## config.mk

```make
export PLATFORM = sky130hd
export DESIGN_NAME = argmax_classifier
export DESIGN_NICKNAME = d
export VERILOG_FILES = /design/src/rtl/argmax_classifier.sv
export SDC_FILE = /design/constraint.sdc
export NUM_CORES = 1
export LEC_CHECK = 0
export CORE_MARGIN = 2
export CORE_UTILIZATION = 30
export DETAILED_ROUTE_END_ITERATION = 6
export HOLD_SLACK_MARGIN = 0.1
export PLACE_DENSITY = 0.59
export SYNTH_ARGS = -nofsm -noshare
export SYNTH_HDL_FRONTEND = slang
export SYNTH_SLANG_ARGS = --single-unit
```

## constraint.sdc

```tcl
create_clock -name clk -period 4 [get_ports clk]
set_clock_uncertainty 0.1 [all_clocks]
set_input_delay 0.8 -clock clk [delete_from_list [all_inputs] [get_ports clk]]
set_output_delay 0.8 -clock clk [all_outputs]
set_load 0.01 [all_outputs]
```

## src/rtl/argmax_classifier.sv

```systemverilog
// argmax_classifier: scans the logits RAM after the last layer and reports index/value of the largest logit.
// Define ARGMAX_RUNNER_UP_EN to also track the runner-up logit and the top-two margin.
module argmax_classifier #(
  parameter int NUM_CLASSES = 10,
  parameter int DATA_WIDTH  = 16,
  parameter int FRAC_BITS   = 8,
  parameter int RD_LATENCY  = 1
) (
  input  logic                           clk,
  input  logic                           rst_n,
  input  logic                           start,
  output logic                           busy,
  output logic                           done,
  output logic [$clog2(NUM_CLASSES)-1:0] logits_rdaddr,
  input  logic [DATA_WIDTH-1:0]          logits_q,
  output logic [$clog2(NUM_CLASSES)-1:0] class_idx,
  output logic [DATA_WIDTH-1:0]          class_val
`ifdef ARGMAX_RUNNER_UP_EN
  ,
  output logic [$clog2(NUM_CLASSES)-1:0] second_idx,
  output logic [DATA_WIDTH-1:0]          second_val,
  output logic [DATA_WIDTH:0]            margin
`endif
);

  localparam int AW = $clog2(NUM_CLASSES);
  localparam logic [AW-1:0] LAST_IDX = AW'(NUM_CLASSES - 1);

  if (NUM_CLASSES < 2 || (RD_LATENCY != 1 && RD_LATENCY != 2) || FRAC_BITS >= DATA_WIDTH) begin : g_bad_params
    $error("argmax_classifier: illegal parameter combination");
  end

  typedef enum logic [1:0] {IDLE, ISSUE, DRAIN, FINISH} state_t;

  state_t                state, state_nxt;
  logic [AW-1:0]         rd_cnt;
  logic [RD_LATENCY-1:0] vld_pipe;
  logic [AW-1:0]         tag_pipe [RD_LATENCY];
  logic                  smp_vld, smp_last;
  logic [AW-1:0]         smp_idx;
  logic [AW-1:0]         max_idx, max_idx_nxt;
  logic [DATA_WIDTH-1:0] max_val, max_val_nxt;
`ifdef ARGMAX_RUNNER_UP_EN
  logic [AW-1:0]         sec_idx, sec_idx_nxt;
  logic [DATA_WIDTH-1:0] sec_val, sec_val_nxt;
`endif

  assign smp_vld  = vld_pipe[RD_LATENCY-1];
  assign smp_idx  = tag_pipe[RD_LATENCY-1];
  assign smp_last = smp_vld && (smp_idx == LAST_IDX);

  always_ff @(posedge clk or negedge rst_n) begin
    if (!rst_n) state <= IDLE;
    else        state <= state_nxt;
  end

  always_comb begin
    state_nxt     = state;
    busy          = 1'b1;
    done          = 1'b0;
    logits_rdaddr = '0;
    case (state)
      IDLE: begin
        busy = 1'b0;
        if (start) state_nxt = ISSUE;
      end
      ISSUE: begin
        logits_rdaddr = rd_cnt;
        if (rd_cnt == LAST_IDX) state_nxt = DRAIN;
      end
      DRAIN: begin
        if (smp_last) state_nxt = FINISH;
      end
      FINISH: begin
        done      = 1'b1;
        state_nxt = IDLE;
      end
      default: state_nxt = IDLE;
    endcase
  end

  // Valid/tag pipeline mirrors the RAM latency so each returning word carries its index.
  always_ff @(posedge clk or negedge rst_n) begin
    if (!rst_n) begin
      rd_cnt   <= '0;
      vld_pipe <= '0;
      for (int i = 0; i < RD_LATENCY; i++) tag_pipe[i] <= '0;
    end else begin
      rd_cnt <= (state == ISSUE) ? rd_cnt + AW'(1) : '0;
      if (state == IDLE && start) begin
        vld_pipe <= '0;
        for (int i = 0; i < RD_LATENCY; i++) tag_pipe[i] <= '0;
      end else begin
        vld_pipe[0] <= (state == ISSUE);
        tag_pipe[0] <= rd_cnt;
        for (int i = 1; i < RD_LATENCY; i++) begin
          vld_pipe[i] <= vld_pipe[i-1];
          tag_pipe[i] <= tag_pipe[i-1];
        end
      end
    end
  end

`ifdef ARGMAX_RUNNER_UP_EN
  always_comb begin
    max_idx_nxt = max_idx;
    max_val_nxt = max_val;
    sec_idx_nxt = sec_idx;
    sec_val_nxt = sec_val;
    if (smp_vld) begin
      if (smp_idx == '0) begin
        max_idx_nxt = smp_idx;
        max_val_nxt = logits_q;
      end else if ($signed(logits_q) > $signed(max_val)) begin
        sec_idx_nxt = max_idx;
        sec_val_nxt = max_val;
        max_idx_nxt = smp_idx;
        max_val_nxt = logits_q;
      end else if (smp_idx == AW'(1) || $signed(logits_q) > $signed(sec_val)) begin
        sec_idx_nxt = smp_idx;
        sec_val_nxt = logits_q;
      end
    end
  end
`else
  // Strict greater-than keeps the lowest index on ties.
  always_comb begin
    max_idx_nxt = max_idx;
    max_val_nxt = max_val;
    if (smp_vld) begin
      if (smp_idx == '0 || $signed(logits_q) > $signed(max_val)) begin
        max_idx_nxt = smp_idx;
        max_val_nxt = logits_q;
      end
    end
  end
`endif

  // Results load on the edge into FINISH so they are valid while done is high.
  always_ff @(posedge clk or negedge rst_n) begin
    if (!rst_n) begin
      max_idx   <= '0;
      max_val   <= '0;
      class_idx <= '0;
      class_val <= '0;
`ifdef ARGMAX_RUNNER_UP_EN
      sec_idx    <= '0;
      sec_val    <= '0;
      second_idx <= '0;
      second_val <= '0;
      margin     <= '0;
`endif
    end else begin
      max_idx <= max_idx_nxt;
      max_val <= max_val_nxt;
`ifdef ARGMAX_RUNNER_UP_EN
      sec_idx <= sec_idx_nxt;
      sec_val <= sec_val_nxt;
`endif
      if (state == DRAIN && smp_last) begin
        class_idx <= max_idx_nxt;
        class_val <= max_val_nxt;
`ifdef ARGMAX_RUNNER_UP_EN
        second_idx <= sec_idx_nxt;
        second_val <= sec_val_nxt;
        margin     <= {max_val_nxt[DATA_WIDTH-1], max_val_nxt} - {sec_val_nxt[DATA_WIDTH-1], sec_val_nxt};
`endif
      end
    end
  end

endmodule

```

-- Word level (Yosys, flattened, before mapping)
Index checks and enable logic that the tools add are counted.
- register bits: 51
- bits of input ports: 19
- output and inout port bits: 26
- logic and storage cells: 39
- $add $sub $neg: 1
- $lt $le $gt $ge: 1
- equality and inequality tests: 8
- multiplexer cells: 14
- reductions and logical operators: 7
- operators by type and width (kind ; number):
    $mux W16 ; 2
    $mux W4 ; 5
    $gt A16 B16 Y1 ; 1
    $eq A4 B4 Y1 const B ; 2
    $pmux W2 S4 ; 1
    $mux W2 ; 3
    $ne A2 B2 Y1 const B ; 3
    $add A4 B1 Y4 const B ; 1
    $eq A2 B2 Y1 const B ; 2
    $logic_not A4 Y1 ; 1
    $logic_and A1 B1 Y1 ; 3
    $mux W1 ; 3
    $reduce_and A3 Y1 ; 1
    $eq A2 B1 Y1 const B ; 1
    $logic_not A2 Y1 ; 1
    $logic_or A1 B1 Y1 ; 1

-- Depth between registers and ports, before layout
- depth in word-level cells: 4
- depth in mapped cells: 10
- mapped depth without buffers: 8

-- Worst setup path before layout
OpenSTA, ideal clock, no wires.
- kind: input port to flip-flop
- start point: input logits_q[15]
- end point: register max_idx[1]
- setup time: 0.125 ns
- data arrival time: 2.611 ns
- required time: 3.775 ns
- path slack: 1.164 ns
- stages: 7
- buffers on the path: 1
- cell sequence: ha_1 > nand4_4 > o41a_1 > o211a_1 > buf_6 > nor3_4 > mux2_4
- word-level cells in the longest chain between the ends: 4
- RTL lines (what ; line ; text):
    start: declaration ; 15 ; input logic [DATA_WIDTH-1:0] logits_q,
    $gt A16 B16 Y1 ; 131 ; if (smp_idx == '0 || $signed(logits_q) > $signed(max_val)) begin
    $logic_or A1 B1 Y1 ; 131 ;
    $mux W4 ; 131 ;
    $mux W4 ; 130 ; if (smp_vld) begin
    named net max_idx_nxt[1] ; 41 ; logic [AW-1:0] max_idx, max_idx_nxt;
    end signal: assignment ; 154 ; max_idx <= max_idx_nxt;
    end: declaration ; 41 ;
The timed path passes the listed nets, and every way through them passes these cells.
A chain may end at the register's enable or synchronous reset.

-- Final worst setup path
- start point: input logits_q[11]
- end point: register max_val[0]
- word-level cells in the longest chain between the ends: 4
- RTL lines (what ; line ; text):
    $gt A16 B16 Y1 ; 131 ;
    $logic_or A1 B1 Y1 ; 131 ;
    $mux W16 ; 131 ;
    $mux W16 ; 130 ;
    named net max_val_nxt[0] ; 42 ; logic [DATA_WIDTH-1:0] max_val, max_val_nxt;
    end signal: assignment ; 155 ; max_val <= max_val_nxt;
    end: declaration ; 42 ;
The timed path passes the listed nets, and every way through them passes these cells.

==> reports/metrics.cfg <==
[logic_synthesis]
synth_top_area_share=0.449
synth_area_um2=2840
synth.distinct_cells=41
synth_edf_count=0
seq_area_frac_synth=0.449
ys_seq_elements=51
synth_nets=310
yosysWarnings=0
synth.area.top_cells=dfrtp_1 (45%), ha_1 (10%), a41oi_1 (4.9%)
synth_flop_cell=dfrtp_1
avgSynthCellArea_um2=10.6
netlist_instances=268
async_flop_share=1.00
synth_top_cell_by_area=dfrtp_1

[timing]
hold_violations=0
slew_headroom=0.120
setup_violations=0
period_share=0.897
tightest_slew_ns=1.31
drv_slew=0
rsz0062_at_grt=false
fmax_mhz=279
setup_tns_ns=0
period_minus_slack_ns=3.59

[floorplanning]
dieWidth_um=101
dieArea_um2=10300
start_util=0.309
coreArea_um2=9200
dieHeight_um=101
pin_count=45
rows=35

[routing]
post-route-drc-count=0
drt-vias-per-instance=5.32
first_iter_violations=107
wire_per_inst_um=15.9
wl_um=6730
firstDrtPassIters=4
vias=2250
ant_nets=0

[cts]
cts_setup_buffers=0
post_cts_resized=0
clkTransAtPathRegs_ns=0.11
cts_buffer_depth=2
htreeDepth=2
cts_hold_buffers=0
clock_sinks=51
cts.root.buffer_cell=clkbuf_8
cts_made_buffers=5
clk_latency_ns=0.31
cts_tree=built

[critical_path]
crit_path_end_kind=register
worstSetupPathType=primary input to register
startpoint_type=primary input
required_ns=4.15
crit_fanout=19
crit_arrival_ns=3.74

[global_routing]
antenna_found_initial=0
grt_overflow_total=0
grt_pass1_vias=2251
grt_start_max_net_pins=30
grt_usage=0.137
grt_pass1_wl_um=11100

[cells_and_area]
fin_util=0.382
drive_gt1_frac=0.112
num_antenna_cells=0
final_cell_mix=dfrtp_1 (51), clkdlybuf4s50_1 (43), a21oi_1 (23), ha_1 (23)
final_common_cell=dfrtp_1
area_growth_pct=23.7
finalNetCount=353

[power_and_ir_drop]
power_density_nw_per_um2=720
ir_worst_vdd_mv=0.377
leakagePower_nw=1.55

[worst_hold_path]
min-delay-path-class=primary input to async pin

[place]
dp_hpwl_um=4700
gp_congestion=0.844
io_buffers=44

[run]
max_cap_violations=0

[run_status]
status=completed

-- worst paths after layout --
path | to | slack (ns) | depth (start not counted) | startpoint
max | max_val[0] | 0.41 | 9 | logits_q[11]
min | rd_cnt[1] | 0.41 | 1 | rst_n
max reg2reg | max_val[0] | 0.99 | 9 | max_val[15]
min reg2reg | class_idx[2] | 0.42 | 1 | max_idx[2]
max in group asynchronous | class_val[10] | 2.62 | 2 | rst_n
min in group clk | class_idx[2] | 0.42 | 1 | max_idx[2]
-- worst max-delay path, stage by stage --
cell,delay (ns)
clkdlybuf4s50_1,0.47
ha_1,0.36
nand4_2,0.19
nor2_1,0.06
a21o_1,0.21
nor4_4,0.91
buf_4,0.38
o31ai_1,0.11
a21bo_2,0.25
-- metal layers --
metal  vias to the layer above  share of wire  global-route usage
li1                       1089              -                   -
met1                      1105           0.49               0.198
met2                        51           0.45               0.210
met3                         5          0.052              0.0276
met4                         0         0.0098              0.0353
met5                         -              0                   0
-- metrics by stage --
step           power, W  cell area [um^2]  hold WS, ns  cells  worst slack [ns]
2_1_floorplan   0.00170              2840        0.380    268              1.16
3_3_place_gp    0.00214              3400        0.392    415             0.179
3_5_place_dp    0.00216              3400        0.392    415             0.116
4_1_cts         0.00256              3520        0.421    423             0.435
5_1_grt         0.00273              3520        0.429    423             0.207
6_report        0.00253              3520        0.411    423             0.410
-- cell usage after synthesis (2+ instances only) --
master,number
mux2_4,3
buf_6,4
o41ai_1,15
a21o_1,2
nand2_1,9
ha_1,23
and2_1,9
inv_1,22
nor2b_1,5
nor2_1,22
o21ai_0,4
nor3_1,3
a31oi_1,2
nand4_1,2
o31ai_1,17
a41oi_1,16
dfrtp_1,51
a31o_2,2
buf_2,4
a21oi_1,23
clkbuf_1,10
-- logic make-up after synthesis --
group | synth area share
XOR/XNOR | 0.00616
buffers and inverters | 0.0651
AO/OA/AOI/OAI | 0.243
flip-flops | 0.449
adder cells (fa/ha/maj) | 0.101
multiplexers | 0.0198
AND/OR/NAND/NOR | 0.115
-- state kept, by name, indices dropped and copies added, names as in the netlist --
register / flops
class_idx: 4
max_idx: 4
max_val: 16
rd_cnt: 4
smp_idx: 4
class_val: 16
state: 2
smp_vld: 1
-- report_power, final --
group	leakage, nW	internal (W)	switching (W)	total [W]
Clock	0.0587	0.000190	0.000189	0.000379
Combinational	0.856	0.000592	0.000689	0.00128
Sequential	0.637	0.000739	0.000130	0.000869
Total	1.55	0.00152	0.00101	0.00253
-- cell type report --
cell class              count  area [um^2]
well taps                 111          139
clock inverters             3         47.5
inverters                  22         82.6
repair buffers             54          510
multi-input cells         177         1390
flip-flops and latches     51         1280
fillers                   913         5680
clock buffers               5         68.8
Note: power is estimated with default switching activity, not from simulation.
